--- src/rtl/sequential_multiply.sv ---
// sequential_multiply: signed 16x16 -> 32 radix-4 Booth multiplier.
// One start pulse, eight iterations, result held until the next completion.
module sequential_multiply (
  input  logic        CLK,
  input  logic        RESET,
  input  logic [15:0] A,
  input  logic [15:0] B,
  input  logic        start,
  output logic [31:0] product,
  output logic        READY
);

  typedef enum logic {
    S_IDLE = 1'b0,
    S_BUSY = 1'b1
  } state_t;

  state_t r_state;
  state_t w_next;

  // Multiplicand, sign-extended so that +/-2A still fits.
  logic [17:0] r_mcand;
  // Upper partial-product bits; never exceeds 17 significant bits.
  logic [17:0] r_acc;
  // Multiplier bits still to retire, with the Booth guard bit at [0].
  logic [16:0] r_mplr;
  logic [2:0]  r_cnt;
  logic [31:0] r_product;

  logic        w_load;
  logic        w_step;
  logic        w_done;
  logic [17:0] w_mcand2;
  logic [17:0] w_term;
  logic [17:0] w_sum;
  logic [34:0] w_shift;

  assign w_load = (r_state == S_IDLE) && start;
  assign w_step = (r_state == S_BUSY);
  assign w_done = w_step && (r_cnt == 3'd7);

  assign w_mcand2 = {r_mcand[16:0], 1'b0};

  // Booth recoding of the current 3-bit multiplier window.
  always_comb begin
    w_term = 18'd0;
    unique case (r_mplr[2:0])
      3'b001,
      3'b010: w_term = r_mcand;
      3'b011: w_term = w_mcand2;
      3'b100: w_term = 18'd0 - w_mcand2;
      3'b101,
      3'b110: w_term = 18'd0 - r_mcand;
      default: w_term = 18'd0;
    endcase
  end

  assign w_sum = r_acc + w_term;

  // Accumulate then arithmetic-shift the acc/multiplier pair by two.
  assign w_shift = $signed({w_sum, r_mplr}) >>> 2;

  // Next-state logic for the idle/busy controller.
  always_comb begin
    w_next = r_state;
    unique case (r_state)
      S_IDLE: if (start) w_next = S_BUSY;
      S_BUSY: if (r_cnt == 3'd7) w_next = S_IDLE;
      default: w_next = S_IDLE;
    endcase
  end

  // State register.
  always_ff @(posedge CLK or negedge RESET) begin
    if (!RESET) r_state <= S_IDLE;
    else        r_state <= w_next;
  end

  // Operand load and Booth iteration datapath.
  always_ff @(posedge CLK or negedge RESET) begin
    if (!RESET) begin
      r_mcand <= 18'd0;
      r_acc   <= 18'd0;
      r_mplr  <= 17'd0;
      r_cnt   <= 3'd0;
    end else if (w_load) begin
      r_mcand <= {{2{A[15]}}, A};
      r_acc   <= 18'd0;
      r_mplr  <= {B, 1'b0};
      r_cnt   <= 3'd0;
    end else if (w_step) begin
      r_acc   <= w_shift[34:17];
      r_mplr  <= w_shift[16:0];
      r_cnt   <= r_cnt + 3'd1;
    end
  end

  // Result register, written only on the final iteration.
  always_ff @(posedge CLK or negedge RESET) begin
    if (!RESET)      r_product <= 32'd0;
    else if (w_done) r_product <= w_shift[32:1];
  end

  assign product = r_product;
  assign READY   = (r_state == S_IDLE);

endmodule

--- config.mk ---
export PLATFORM = sky130hd
export DESIGN_NAME = sequential_multiply
export DESIGN_NICKNAME = d
export VERILOG_FILES = /design/src/rtl/sequential_multiply.sv
export SDC_FILE = /design/constraint.sdc
export NUM_CORES = 1
export LEC_CHECK = 0
export CORE_MARGIN = 5
export CORE_UTILIZATION = 50
export CTS_CLUSTER_SIZE = 30
export DETAILED_ROUTE_END_ITERATION = 12
export PLACE_DENSITY = 0.78
export RECOVER_POWER = 100
export SYNTH_ARGS = -nofsm -noshare
export SYNTH_HDL_FRONTEND = slang
export SYNTH_SLANG_ARGS = --single-unit
--- constraint.sdc ---
create_clock -name CLK -period 3.75 [get_ports CLK]
set_input_delay 0.5625 -clock CLK [delete_from_list [all_inputs] [get_ports CLK]]
set_output_delay 0.5625 -clock CLK [all_outputs]
set_load 0.02 [all_outputs]
* Word level (Yosys, flattened, before mapping)
Index checks and enable logic that the tools add are counted.
** Storage, ports and cells
- Output and inout port bits :: 33
- Register bits :: 87
- Bits of input ports :: 35
** Operators by class
- Equal/unequal tests :: 7
- Muxes and demuxes :: 10
- Bitwise operators :: 1
- Add/subtract/negate cells :: 4
- Reductions and logical operators :: 5
** Operators by type and width (count)
- 18-bit one-hot mux with 4 select lines :: 1
- 18-bit two-way mux :: 2
- 17-bit two-way mux :: 2
- 18-bit adder :: 1
- 1-bit by 17-bit subtractor with 18-bit output (first input constant) :: 1
- 1-bit by 16-bit subtractor with 17-bit output (first input constant) :: 1
- 3-bit equality test (second input constant) :: 4
- 3-bit by 2-bit equality test with 1-bit output (second input constant) :: 2
- 3-bit two-way mux :: 2
- 2-bit OR reduction :: 2
- 3-bit by 1-bit adder with 3-bit output (second input constant) :: 1
- 3-bit by 1-bit equality test with 1-bit output (second input constant) :: 1
- 1-bit logical AND :: 2
- 1-bit two-way mux :: 2
- 1-bit one-hot mux with 2 select lines :: 1
- 2-bit nonzero test :: 1
- 1-bit inverter :: 1

* Logic depth before layout (Yosys ltp)
Gate-level depths: netlist of the first run.
- Depth in word-level cells :: 6
- Mapped depth :: 17
- Mapped depth without buffers :: 16

* Worst setup path before layout of the first run
No wires, ideal clock.
- Path type :: flip-flop to flip-flop
- Start :: register r_mcand[6]
- End :: register r_product[31] (netlist: product[31])
- Period minus slack after synthesis :: 3.508 ns
- Path slack :: 0.242 ns
- Data arrival time :: 3.431 ns
- Library setup time :: 0.077 ns
- Required time :: 3.673 ns
- Cell stages (with the launch flop) :: 18
- Cells stage by stage :: dfrtp_1 > buf_2 > nor4_2 > and3_1 > buf_2 > nand2_1 > xnor2_1 > nor2_1 > o311ai_1 > o21ai_1 > ha_1 > a21o_1 > a21o_1 > nor3_1 > o31ai_1 > a31oi_2 > xnor3_1 > o21ai_1
** Between the ends
- Word-level cells in the longest chain between the ends :: 3
** RTL lines
- start: declaration :: RTL line 22 : logic [17:0] r_mcand;
- start signal: assignment :: RTL line 87 : r_mcand <= {{2{A[15]}}, A};
- 1-bit by 17-bit subtractor with 18-bit output / 1-bit by 16-bit subtractor with 17-bit output (equally long branches) :: RTL line 51, 53
- 18-bit one-hot mux with 4 select lines * :: RTL line 47 : unique case (r_mplr[2:0])
- 18-bit adder * :: RTL line 58 : assign w_sum = r_acc + w_term;
- end signal: assignment :: RTL line 101 : else if (w_done) r_product <= w_shift[32:1];
- end: declaration :: RTL line 28 : logic [31:0] r_product;
Mark *: on every way between the ends. The rest lies on a longest branch, timed or not.
A chain may end at the register's enable or synchronous reset.

* Worst setup path in the final report of the first run
- Start :: register r_mcand[1]
- End :: register r_acc[16]
** Between the ends
- Word-level cells in the longest chain between the ends :: 5
** RTL lines
- 1-bit by 17-bit subtractor with 18-bit output / 1-bit by 16-bit subtractor with 17-bit output (equally long branches) :: RTL line 51, 53
- 18-bit one-hot mux with 4 select lines * :: RTL line 47
- 18-bit adder * :: RTL line 58
- 18-bit two-way mux * :: RTL line 91 : end else if (w_step) begin
- 18-bit two-way mux * :: RTL line 86 : end else if (w_load) begin
- end signal: assignment :: RTL line 92 : r_acc <= w_shift[34:17];
- end: declaration :: RTL line 24 : logic [17:0] r_acc;
Mark *: on every way between the ends. The rest lies on a longest branch, timed or not. The select of a mux whose other input is x is not followed.

==> results of run 1 <==
sequential cells by signal, summed over array words and instances, names as in the netlist:
register	cells
r_acc	16
r_cnt	3
product	32
r_mcand	16
r_state	1
r_mplr	17
critical path: stages, from the launching register on:
cell      delay [ns]
dfrtp_1         0.44
inv_1           0.13
ha_4            0.19
nand2_1         0.12
or4_4           0.46
a31oi_1         0.18
o21ai_1         0.09
a22o_1          0.20
ha_1            0.29
buf_4           0.16
nand4_1         0.14
o21bai_1        0.13
nor3_1          0.23
o31ai_1         0.12
a31oi_2         0.26
buf_4           0.17
mux2i_2         0.22
o211ai_1        0.11
cell type report:
type	count	area share
inverters	15	0.00897
clock inverters	4	0.00518
well taps	133	0.0265
flip-flops and latches	85	0.340
multi-input cells	379	0.447
repair buffers	104	0.149
clock buffers	11	0.0241
stage by stage:
stage	hold slack [ns]	setup slack (ns)
2_1_floorplan	0.267	0.242
3_3_place_gp	0.464	0.0906
4_1_cts	0.346	0.0302
5_1_grt	0.521	-0.109
3_5_place_dp	0.470	-0.0243
6_report	0.486	0.0127
Yosys cell counts, types with 2 or more instances:
master	instances	area [sq um]
xnor2_1	18	158
ha_1	20	250
nor2_1	32	120
a32o_1	2	20.0
o31ai_1	5	37.5
o21ai_1	8	40.0
a221oi_1	6	52.6
o21a_1	4	30.0
dfrtp_1	85	2130
a21o_1	9	67.6
a31oi_1	5	31.3
or3_1	2	12.5
and3_1	2	12.5
o211ai_1	3	22.5
nand2_1	62	233
a22oi_1	2	15.0
a22o_1	15	131
nor4_2	2	25.0
xor2_1	13	114
a21oi_1	19	95.1
inv_1	13	48.8
nand4_1	2	12.5
buf_1	4	15.0
buf_2	3	15.0
mux2_2	35	394
nor3b_1	2	15.0
o22ai_1	3	18.8
nor3_1	6	30.0
o21ai_0	39	195
mux2i_1	18	180
nor2b_1	3	18.8
clkbuf_1	19	71.3
nand3_1	4	20.0
clkinv_1	2	7.51
o221ai_1	3	26.3
or2_2	2	12.5
o31a_1	4	35.0
nand2b_1	3	18.8
cells by family (layout without fill, tap and decap cells):
kind of cell,count (synthesis),count (layout)
AND/OR/NAND/NOR,130,130
multiplexers,54,54
adder cells (fa/ha/maj),21,21
flip-flops,85,85
AO/OA/AOI/OAI,142,142
XOR/XNOR,32,32
buffers and inverters,43,134
placed cells by master, fill, tap and decap left out, drive strengths merged, types with 4 or more instances in the layout:
master and instances:
dfrtp 85, nand2 62, o21ai 47, mux2 36, buf 34, clkdlybuf4s50 33, dlygate4sd3 33, nor2 32
ha 20, a21oi 20, xnor2 18, mux2i 18, a22o 15, clkbuf 15, inv 14, xor2 13
a21o 9, nor3 7, a221oi 6, a31oi 6, o31ai 5, o21a 4, nand3 4, o31a 4
o22ai 4, nor2b 4
path summary, 6_finish.rpt:
check | start | to | cells past startpoint
max | r_mcand[1]$_DFFE_PN0P_ | r_acc[16]$_DFFE_PN0P_ | 17
min | product[26]$_DFFE_PN0P_ | product[26]$_DFFE_PN0P_ | 2
max reg2reg | r_mcand[1]$_DFFE_PN0P_ | r_acc[16]$_DFFE_PN0P_ | 17
min reg2reg | product[26]$_DFFE_PN0P_ | product[26]$_DFFE_PN0P_ | 2
max in group asynchronous | RESET | r_acc[12]$_DFFE_PN0P_ | 2
min in group asynchronous | RESET | r_mcand[8]$_DFFE_PN0P_ | 1
metal layers:
layer / vias up / wire, microns / global-route usage / part of all wire
met5: - / 0 / 0 / 0
met4: 0 / 285 / 0.0681 / 0.022
met3: 18 / 854 / 0.0678 / 0.067
met2: 132 / 6100 / 0.335 / 0.48
met1: 2049 / 5450 / 0.264 / 0.43
li1: 2008 / - / - / -
timing repair:
item                                    4_1_cts  5_1_grt
buffers inserted                              0        1
endpoints found under the setup margin        3        9
gates resized for setup                       1       17
pin swaps                                     0        5
hold buffers                                  0        0
==> out/results.ini, run 1 <==
[timing]
setup_tns_ns=0
fin_crit_ns=3.74
hold_viol_final=0
worstMarginPinSlew_ns=1.81
rsz0062_at_grt=yes
maxSlewViolCount=74
finalCritPeriodShare=0.997
setup_viol_count_final=0
slew_headroom=-0.205
clock.fmax_ghz=0.268
clock_skew_ns=0.00929

[place]
portBuffers=67
hpwl_microns=9160
place_congestion=0.889
dp_cells=715
place_area_sq_mm=0.00603

[logic_synthesis]
synth-seq-cells=85
synthMuxAreaShare=0.117
synth_area_sq_mm=0.00505
synth_fp_nets=563
synth_cells=507
synth-edff-count=0
synth-compound-area-share=0.192
avgSynthCellArea_sq_um=9.96
yosysWarnings=0
synth_top_family_by_area=compound AO/OA/AOI/OAI gates
ys_types=66
synth_fa_ha_area_frac=0.0535
synthFlopType=dfrtp_1
synthXorXnorAreaFrac=0.0583
async_flop_share=1.00
yosys.area_share.simple=0.121
seq_area_frac_synth=0.421

[detailed_routing]
drt_iter0_drc=264
dr.pass1.iters=5
routed_wl_microns=12700
postRouteAntennaNets=0
num_vias=4207
drc=0
routed_via_density=5.76
routedWlPerCell_microns=17.3

[clock_tree]
cts-root-buf=clkbuf_8
htreeDepth=3
cts_tree=built
clock-sinks=85
worst_skew_pair.late_latency_ns=0.37
cts.reportedPaths.clkPinSlew_ns=0.08
numCtsBuffers=9
max-clock-path-buffers=2

[floorplan]
die_width_microns=110
start_util=0.514
dieArea_sq_mm=0.0122
core_sq_mm=0.00982
io_pins=68
chipHeight_microns=110
rows=36

[final_layout]
layout.nets=650
seq_area_sq_mm=0.00213
multi_input_area_sq_mm=0.00281
drive_above_1_share=0.187
fillers=826
final_cells=731
final_util=0.639
n_antenna_cell=0
fin_area_sq_mm=0.00627
area_delta_synth_final_pct=24.3

[worst_setup_path]
endpoint_kind=register
r2r_setup_slack_ns=0.01
crit_type=reg2reg
cp.required_ns=4.00
cp-start-kind=register
critPathMaxFanout=7
critPathArrivalTime_ns=3.99

[global_route]
grt_usage=0.208
gr-total-overflow=0
grt_pass1_wl_microns=20900
grt_max_degree=74
grt_pass1_vias=4232
antenna_found_initial=0

[run_status]
violations=capacitance limit, slew limit
status=finished, violations left

[worst_hold_path]
hp-class=reg2reg

[job]
maxCapViolCount=1

Power of run 1 is not shown: default switching activity piles up to over one toggle a cycle in this logic, so the estimate is an artifact.
==> run 2, diff against run 1 <==
- CTS_CLUSTER_DIAMETER: not set -> 60
==> results of run 2 <==
No change in the layout: final DEF, timing and power equal those of run 1.
Power of run 2 is left out for the same reason.
